[src/rtl/alu_issue_ctrl_pkg.sv]
// alu_issue_ctrl_pkg
// Shared definitions for the ALU issue controller: FSM state encoding,
// ALU opcode constants, flag bit positions and the illegal-opcode test.
package alu_issue_ctrl_pkg;

  typedef enum logic [1:0] {
    ST_IDLE = 2'd0,
    ST_EXEC = 2'd1,
    ST_CAP  = 2'd2,
    ST_RESP = 2'd3
  } state_e;

  localparam logic [3:0] OP_ADD         = 4'd0;
  localparam logic [3:0] OP_SUB         = 4'd1;
  localparam logic [3:0] OP_MUL         = 4'd2;
  localparam logic [3:0] OP_MOV         = 4'd7;
  localparam logic [3:0] OP_CMP         = 4'd11;
  localparam logic [3:0] OP_ILLEGAL_MIN = 4'd13;

  // Positions inside the packed {N,Z,C,V} flag nibble.
  localparam int FLAG_N = 3;
  localparam int FLAG_Z = 2;
  localparam int FLAG_C = 1;
  localparam int FLAG_V = 0;

  function automatic logic is_illegal_op(input logic [3:0] op);
    return (op >= OP_ILLEGAL_MIN);
  endfunction

endpackage

[src/rtl/alu_issue_ctrl_rr_arb2.sv]
// rr_arb2
// Two-requester round-robin arbiter.
//   clk, rst_n : clock, asynchronous active-low reset
//   req[1:0]   : request vector
//   advance    : a grant is being consumed this cycle; move the pointer
//   grant[1:0] : one-hot grant (zero when nothing requests)
// The pointer names the port that wins a tie. It resets to port 0 and,
// after every consumed grant, points at the port that was not granted.
module rr_arb2 (
  input  logic       clk,
  input  logic       rst_n,
  input  logic [1:0] req,
  input  logic       advance,
  output logic [1:0] grant
);

  logic ptr_q;
  logic ptr_d;

  always_comb begin
    grant = req;
    if (req == 2'b11) begin
      grant = ptr_q ? 2'b10 : 2'b01;
    end
    ptr_d = ptr_q;
    // Granting port 0 hands priority to port 1 and vice versa.
    if (advance && (grant != 2'b00)) begin
      ptr_d = grant[0];
    end
  end

  always_ff @(posedge clk or negedge rst_n) begin
    if (!rst_n) begin
      ptr_q <= 1'b0;
    end else begin
      ptr_q <= ptr_d;
    end
  end

endmodule

[src/rtl/alu_issue_ctrl.sv]
// alu_issue_ctrl
// Accepts ALU requests from two ports, issues one at a time to an external
// registered ALU, captures its result and returns it to the requesting port.
//   reqN_valid/ready, reqN_opcode/op1/op2/imm : request ports 0 and 1
//   rsp_valid[1:0] (one-hot), rsp_ready[1:0]  : per-port response handshake
//   rsp_result, rsp_flags {N,Z,C,V}, rsp_err  : response payload
//   alu_opcode/op1/op2/imm -> ALU, alu_result/alu_flags <- ALU (1-cycle)
//   busy      : an operation is outstanding
//   dbg_state : current FSM state
// Handshakes: a transfer happens on a rising edge where valid and ready are
// both high. Requests may be held or withdrawn freely while ready is low;
// a response, once valid, stays valid with a stable payload until taken.
module alu_issue_ctrl
  import alu_issue_ctrl_pkg::*;
#(
  parameter int         DATA_W      = 16,
  parameter logic [3:0] IDLE_OPCODE = 4'd7
) (
  input  logic              clk,
  input  logic              rst_n,
  input  logic              req0_valid,
  output logic              req0_ready,
  input  logic [3:0]        req0_opcode,
  input  logic [DATA_W-1:0] req0_op1,
  input  logic [DATA_W-1:0] req0_op2,
  input  logic [6:0]        req0_imm,
  input  logic              req1_valid,
  output logic              req1_ready,
  input  logic [3:0]        req1_opcode,
  input  logic [DATA_W-1:0] req1_op1,
  input  logic [DATA_W-1:0] req1_op2,
  input  logic [6:0]        req1_imm,
  output logic [1:0]        rsp_valid,
  input  logic [1:0]        rsp_ready,
  output logic [DATA_W-1:0] rsp_result,
  output logic [3:0]        rsp_flags,
  output logic              rsp_err,
  output logic [3:0]        alu_opcode,
  output logic [DATA_W-1:0] alu_op1,
  output logic [DATA_W-1:0] alu_op2,
  output logic [6:0]        alu_imm,
  input  logic [DATA_W-1:0] alu_result,
  input  logic [3:0]        alu_flags,
  output logic              busy,
  output logic [1:0]        dbg_state
);

  state_e            state_q, state_d;
  logic              port_q, port_d;
  logic              armed_q, armed_d;
  logic              busy_q, busy_d;
  logic [3:0]        alu_opcode_q, alu_opcode_d;
  logic [DATA_W-1:0] alu_op1_q, alu_op1_d;
  logic [DATA_W-1:0] alu_op2_q, alu_op2_d;
  logic [6:0]        alu_imm_q, alu_imm_d;
  logic [1:0]        rsp_valid_q, rsp_valid_d;
  logic [DATA_W-1:0] rsp_result_q, rsp_result_d;
  logic [3:0]        rsp_flags_q, rsp_flags_d;
  logic              rsp_err_q, rsp_err_d;

  logic [1:0]        arb_req;
  logic [1:0]        grant;
  logic              accept;
  logic [3:0]        sel_opcode;
  logic [DATA_W-1:0] sel_op1;
  logic [DATA_W-1:0] sel_op2;
  logic [6:0]        sel_imm;

  // armed_q is cleared by reset and set by the first clock edge after it, so
  // the earliest acceptance lands on the second edge with rst_n high and
  // reqN_ready is guaranteed low while reset is asserted.
  assign arb_req = (armed_q && (state_q == ST_IDLE)) ? {req1_valid, req0_valid} : 2'b00;
  assign accept  = (grant != 2'b00);

  rr_arb2 u_arb (
    .clk     (clk),
    .rst_n   (rst_n),
    .req     (arb_req),
    .advance (accept),
    .grant   (grant)
  );

  assign sel_opcode = grant[1] ? req1_opcode : req0_opcode;
  assign sel_op1    = grant[1] ? req1_op1    : req0_op1;
  assign sel_op2    = grant[1] ? req1_op2    : req0_op2;
  assign sel_imm    = grant[1] ? req1_imm    : req0_imm;

  always_comb begin
    state_d      = state_q;
    port_d       = port_q;
    armed_d      = 1'b1;
    // ALU inputs default to the idle MOV; only the EXEC cycle overrides them.
    alu_opcode_d = IDLE_OPCODE;
    alu_op1_d    = '0;
    alu_op2_d    = '0;
    alu_imm_d    = '0;
    rsp_valid_d  = rsp_valid_q;
    rsp_result_d = rsp_result_q;
    rsp_flags_d  = rsp_flags_q;
    rsp_err_d    = rsp_err_q;

    case (state_q)
      ST_IDLE: begin
        if (accept) begin
          port_d = grant[1];
          if (is_illegal_op(sel_opcode)) begin
            // Rejected opcodes skip the ALU and answer on the next cycle.
            state_d      = ST_RESP;
            rsp_valid_d  = grant;
            rsp_err_d    = 1'b1;
            rsp_result_d = '0;
            rsp_flags_d  = '0;
          end else begin
            state_d      = ST_EXEC;
            alu_opcode_d = sel_opcode;
            alu_op1_d    = sel_op1;
            alu_op2_d    = sel_op2;
            alu_imm_d    = sel_imm;
            rsp_err_d    = 1'b0;
          end
        end
      end
      ST_EXEC: begin
        state_d = ST_CAP;
      end
      ST_CAP: begin
        // The ALU registered the EXEC-cycle inputs on the previous edge.
        state_d      = ST_RESP;
        rsp_result_d = alu_result;
        rsp_flags_d  = alu_flags;
        rsp_valid_d  = port_q ? 2'b10 : 2'b01;
      end
      ST_RESP: begin
        if (rsp_ready[port_q]) begin
          state_d     = ST_IDLE;
          rsp_valid_d = 2'b00;
        end
      end
      default: begin
        state_d = ST_IDLE;
      end
    endcase

    busy_d = (state_d != ST_IDLE);
  end

  always_ff @(posedge clk or negedge rst_n) begin
    if (!rst_n) begin
      state_q      <= ST_IDLE;
      port_q       <= 1'b0;
      armed_q      <= 1'b0;
      busy_q       <= 1'b0;
      alu_opcode_q <= IDLE_OPCODE;
      alu_op1_q    <= '0;
      alu_op2_q    <= '0;
      alu_imm_q    <= '0;
      rsp_valid_q  <= 2'b00;
      rsp_result_q <= '0;
      rsp_flags_q  <= '0;
      rsp_err_q    <= 1'b0;
    end else begin
      state_q      <= state_d;
      port_q       <= port_d;
      armed_q      <= armed_d;
      busy_q       <= busy_d;
      alu_opcode_q <= alu_opcode_d;
      alu_op1_q    <= alu_op1_d;
      alu_op2_q    <= alu_op2_d;
      alu_imm_q    <= alu_imm_d;
      rsp_valid_q  <= rsp_valid_d;
      rsp_result_q <= rsp_result_d;
      rsp_flags_q  <= rsp_flags_d;
      rsp_err_q    <= rsp_err_d;
    end
  end

  assign req0_ready = grant[0];
  assign req1_ready = grant[1];
  assign rsp_valid  = rsp_valid_q;
  assign rsp_result = rsp_result_q;
  assign rsp_flags  = rsp_flags_q;
  assign rsp_err    = rsp_err_q;
  assign alu_opcode = alu_opcode_q;
  assign alu_op1    = alu_op1_q;
  assign alu_op2    = alu_op2_q;
  assign alu_imm    = alu_imm_q;
  assign busy       = busy_q;
  assign dbg_state  = state_q;

endmodule

[config.mk]
export PLATFORM = sky130hd
export DESIGN_NAME = alu_issue_ctrl
export DESIGN_NICKNAME = d
export VERILOG_FILES = /design/src/rtl/alu_issue_ctrl_pkg.sv /design/src/rtl/alu_issue_ctrl_rr_arb2.sv /design/src/rtl/alu_issue_ctrl.sv
export SDC_FILE = /design/constraint.sdc
export NUM_CORES = 1
export LEC_CHECK = 0
export BUFFER_PORTS_ARGS = -buffer_cell sky130_fd_sc_hd__buf_2
export CORE_MARGIN = 2
export CORE_UTILIZATION = 43
export CTS_CLUSTER_SIZE = 40
export DETAILED_ROUTE_END_ITERATION = 8
export PLACE_DENSITY = 0.79
export SKIP_CTS_REPAIR_TIMING = 1
export SLEW_MARGIN = 40
export SYNTH_ARGS = -nofsm -noshare
export SYNTH_HDL_FRONTEND = slang
export SYNTH_HIERARCHICAL = 1
export SYNTH_SLANG_ARGS = --single-unit
[constraint.sdc]
create_clock -name clk -period 2.9 [get_ports clk]
set_clock_uncertainty 0.1 [all_clocks]
set_input_delay 0.58 -clock clk [delete_from_list [all_inputs] [get_ports clk]]
set_output_delay 0.58 -clock clk [all_outputs]
set_load 0.01 [all_outputs]
Word-level counts from Yosys, hierarchy flattened
Cells that the tools add are included.

Bits in read-only memories: 0. Logic and storage cells: 68. Register bits: 72. Latch bits: 0. Memory bits (writable): 0. Output and inout port bits: 71. Memories: 0. Bits of input ports: 112.

Div/mod/pow operators: 0. Bitwise gates (word level): 0. $lt $le $gt $ge: 2. Shift-type cells: 0. Muxes and demuxes: 37. Add/sub/neg operators: 0. Multiply operators: 0. Eq/ne operators: 7. Reduce and logical (&&, ||, !) cells: 9.

Operators by type and width (number): 2-to-1 mux 16 bit (10); case mux 16 bit (2 select lines) (1); 2-to-1 mux 7 bit (4); 2-to-1 mux 4 bit (6); 2-to-1 mux 2 bit (10); case mux 2 bit (4 select lines) (1); case mux 4 bit (2 select lines) (1); == test 2 bit, second input constant (3); case mux 2 bit (3 select lines) (1); nonzero test 2 bit (3); greater-or-equal comparator 4 bit, second input constant (1); inequality test 2 x 1 -> 1 bit, second input constant (2); AND reduction 4 bit (1); 2-to-1 mux 1 bit (3); AND reduction 3 bit (1); nonzero test 3 bit (1); == test 2 x 1 -> 1 bit, second input constant (1); zero test 2 bit (1); < comparator 1 x 2 -> 1 bit, second input constant (1); inequality test 2 bit, second input constant (1); AND reduction 2 bit (1); logical AND 1 bit (1).

Depth between registers and ports, before layout
Word-level depth: 11. Mapped depth: 9. Depth with buffers taken out: 7.

Modules after synthesis
The synthesis kept the hierarchy.

By module, submodules not included: alu_issue_ctrl (cells each 249, area an instance 3031.7 µm², instances 1, sequential area each 1780.5 µm²); rr_arb2 (cells each 6, area an instance 55.1 µm², instances 1, sequential area each 25.0 µm²).

Worst setup path after synthesis
OpenSTA, ideal clock, no wires.

Path kind: flip-flop to flip-flop. Start point: register state_q[1] (netlist: dbg_state[1]). End point: register rsp_valid_q[0] (netlist: rsp_valid[0]). Data arrival time: 2229 ps. Path slack: 443 ps. Cell stages (with the launch flop): 9. Clock period less this slack: 2457 ps. Path buffers: 1. Cells stage by stage: dfrtp_1 buf_2 nor2_2 and3_1 a21boi_1 nand3b_1 o21ai_2 a22oi_2 mux2_1.

Cells in the longest elaborated chain, start to end: 9. Elaborated cells on any way between the ends: 18. Those cells by class: 1 x order compare; 6 x eq/ne; 6 x mux; 5 x reduce/logical.

RTL lines: start, declared (RTL line alu_issue_ctrl.sv:48) `state_e state_q, state_d;`; start signal, assigned (RTL line alu_issue_ctrl.sv:162) `state_q <= state_d;`; zero test 2 bit * (RTL line alu_issue_ctrl.sv:72) `assign arb_req = (armed_q && (state_q == ST_IDLE)) ? {req1_valid, req0_valid} : 2'b00;`; logical AND 1 bit * (RTL line alu_issue_ctrl.sv:72); 2-to-1 mux 2 bit * (RTL line alu_issue_ctrl.sv:72); via arb_req[1] (RTL line alu_issue_ctrl.sv:61) `logic [1:0] arb_req;`; == test 2 bit (RTL line alu_issue_ctrl_rr_arb2.sv:22) `if (req == 2'b11) begin`; 2-to-1 mux 2 bit * (RTL line alu_issue_ctrl_rr_arb2.sv:22); via req1_ready (RTL line alu_issue_ctrl.sv:28) `output logic req1_ready,`; 2-to-1 mux 4 bit (RTL line alu_issue_ctrl.sv:83) `assign sel_opcode = grant[1] ? req1_opcode : req0_opcode;`; greater-or-equal comparator 4 bit (RTL line alu_issue_ctrl_pkg.sv:27) `return (op >= OP_ILLEGAL_MIN);`; inequality test 2 x 1 -> 1 bit (no line); AND reduction 4 bit (no line) *; end signal, assigned (RTL line alu_issue_ctrl.sv:170) `rsp_valid_q <= rsp_valid_d;`; end, declared (RTL line alu_issue_ctrl.sv:56) `logic [1:0] rsp_valid_q, rsp_valid_d;`.

The timed path passes the listed nets; every way through them passes the cells marked *. The select of a mux whose other input is x is not followed. A chain may end at the register's enable or synchronous reset.

Worst setup path in the final report
Start point: register state_q[1] (netlist: dbg_state[1]). End point: output port req1_ready.

Cells in the longest elaborated chain, start to end: 5.

RTL lines (RTL line): zero test 2 bit * (alu_issue_ctrl.sv:72); logical AND 1 bit * (alu_issue_ctrl.sv:72); 2-to-1 mux 2 bit * (alu_issue_ctrl.sv:72); via arb_req[1] (alu_issue_ctrl.sv:61); == test 2 bit (alu_issue_ctrl_rr_arb2.sv:22); 2-to-1 mux 2 bit * (alu_issue_ctrl_rr_arb2.sv:22); end, declared (alu_issue_ctrl.sv:28).

The timed path passes the listed nets; every way through them passes the cells marked *.

==> results.md <==
* Outcome: finished clean
* Main synth FF type: dfrtp_1
* Fin crit period at 2.67 ns
* Final setup fails at 0
* Crit start category: flop
* Detail Placement HPWL at 5660 um
* PD cells at 793 nW/um^2
* CP Class: flop to primary output
* Hold crit path type: input port to asynchronous set/reset pin
* Antenna violations before repair at 1
* Worst VDD drop at 0.394 mV
* EDFF count, synth at 0
* Mapped Avg Cell Area at 12.1 sq um
* RSZ-0062 raised after global routing: no
* Num Clock Sinks at 72
* Pin count of the biggest net entering global routing at 73
* TritonCTS buffer count at 9
* Max incr delay on CP at 0.52 ns
* Final Cycle Share at 92.0%
* Share of layout cells above drive strength 1 at 48.0%
* Core ar. at 6870 sq um
* Number of distinct library cells after synthesis at 34
* Slew @ Worst Pin at 0.632 ns
* Most frequent cells in the layout: buf_2 (181), dfrtp_1 (69), nor2_1 (45), mux2i_1 (42), a22o_1 (21)
* Remaining global-route overflow at 0
* Port Buffer Count at 182
* H-Tree Level Count at 3
* Area of the multi-input gates at 1180 sq um
* DR WL/cell at 14.2 um
* CP top delay family: flip-flops
* Leakage power at 2.38 nW
* Worst path bufs/invs at 2
* CTS tree: yes
* First DRT Iteration DRCs at 83
* Vias per inst at 4.90
* Register area share after synthesis at 58.5%
* CP Cell Sequence: nor2_2, and3_1, a21boi_4, buf_4, buf_2
* Total negative setup slack at 0 ns
* Ports at 183
* Antenna cells at 0
* Worst rel slew slack at 57.9%
* Sequential cell area at 1810 sq um
* Filler cells at 570
* Element type at the critical path end: primary output
* Synthesized net count at 367
* DRT Pass-1 Iters at 4
* Routed Antenna Nets at 0
* GPL Wtd Cong at 0.759
* CTS root buffer: clkbuf_8
* Starting Density at 44.9%
* Final Slew Violations at 0
* Mapped Area at 3090 sq um
* Post-Synthesis Cells at 255
* Global-route wire length before repair at 11700 um
* Fin area at 4310 sq um
* Num rows at 30
* Number of global-route vias before repair at 2543
* Synth Warn # at 6
* Critical-path maximum fanout at 11
* Drt drc at 0
* Die footprint at 7870 sq um
* Nets at 549
* GRT Util Overall at 19.8%
* Arrival @ worst endpoint at 1.99 ns
* Clk buf depth at 2
* Slowest-stage cell, CP: dfrtp_1
* Post-synthesis register bit count at 72
* Req. time, crit path at 2.22 ns
* Final WL at 7630 um
* CTS clk-pin slew, worst paths at 0.07 ns
* Worst skew pair latency at 0.33 ns
* Final Hold Fails at 0
* Design Power at 3.42 mW
* Via Count at 2636
* Die height at 88.7 um
* Placed cell area at 4090 sq um
* Fraction of registers with async set/reset at 100%
* Chip width at 88.7 um
* Most common cell after layout, fill and taps aside: buf_2
* Area delta synth->final at 39.6%
* Peak clock frequency supported by timing at 375 MHz
* Max_cap viols at 0
[synth_stat cells (2+ instances only)]
master / instances / share of area [%]
dfrtp_1: 69 / 56
nor2_1: 45 / 5.5
mux2i_1: 42 / 14
a22o_1: 21 / 6.0
a21o_1: 20 / 4.9
buf_2: 10 / 1.6
inv_1: 6 / 0.73
buf_4: 5 / 1.2
nand2_1: 4 / 0.49
dfstp_2: 3 / 2.6
a211o_1: 2 / 0.57
a22oi_1: 2 / 0.49
and3_1: 2 / 0.41
mux2_1: 2 / 0.73
nor2_2: 2 / 0.41
nor2b_1: 2 / 0.41
[stage by stage]
stage	util, %	setup WS [ns]	instances	hold WS, ns
6_report	62.7	0.233	538	0.153
5_1_grt	62.7	0.110	538	0.189
4_1_cts	62.6	0.229	538	0.172
3_5_place_dp	59.5	0.355	522	0.384
3_3_place_gp	59.4	0.349	522	0.372
2_1_floorplan	-	0.443	255	0.184
[kinds of logic after synthesis]
family                 Yosys count  share of synthesized area [%]
AO/OA/AOI/OAI                   56                           14.6
buffers and inverters           23                           3.93
flip-flops                      72                           58.5
multiplexers                    44                           14.3
other                            1                          0.121
AND/OR/NAND/NOR                 59                           8.51
[sequential cells by signal (all words and copies together), names as in the netlist, 2 cells and up]
register and flops:
rsp_valid 2, alu_opcode 4, alu_op1 16, dbg_state 2
rsp_result 16, rsp_flags 4, alu_imm 7, alu_op2 16
[metal layers]
| metal | global-route usage (%) | wire length [um] | share of wire (%) | up-vias |
|---|---|---|---|---|
| met3 | 8.12 | 834 | 11 | 12 |
| met4 | 6.47 | 107 | 1.4 | 2 |
| met5 | 0 | 16 | 0.21 | - |
| li1 | - | - | - | 1255 |
| met2 | 33.6 | 3780 | 50 | 129 |
| met1 | 22.8 | 2890 | 38 | 1238 |
[cell type report]
| class | count | area share (%) |
|---|---|---|
| well taps | 96 | 2.79 |
| clock inverters | 3 | 1.51 |
| multi-input cells | 160 | 27.5 |
| clock buffers | 13 | 3.46 |
| inverters | 6 | 0.523 |
| repair buffers | 188 | 22.3 |
| flip-flops and latches | 72 | 41.9 |
[power by group]
group / total [mW] / internal [mW] / switching, mW
registers: 1.38 / 1.22 / 0.159
logic: 1.18 / 0.588 / 0.596
clock network: 0.851 / 0.508 / 0.343
total: 3.42 / 2.32 / 1.10
[worst register-to-register path: cells and delay by family, from the launching register on]
family / cells / cell delay [ns]
simple gates: 4 / 0.86
flops: 1 / 0.52
buf+inv: 1 / 0.31
compound gates: 3 / 0.67
[path summary, 6_finish.rpt]
kind | slack [ns] | cells after the start | start | endpoint
max in group asynchronous | 2.12 | 1 | rst_n | alu_op2[6]
worst min-delay path | 0.15 | 1 | rst_n | rsp_result[13]
min in group clk | 0.38 | 3 | req0_op2[10] | alu_op2[10]
worst max-delay path | 0.23 | 5 | dbg_state[1] | req1_ready
worst max register to register | 0.32 | 8 | dbg_state[1] | alu_op1[3]
worst min register to register | 0.39 | 1 | rsp_valid[1] | rsp_valid[1]
Note: power is estimated with default switching activity, not from simulation.
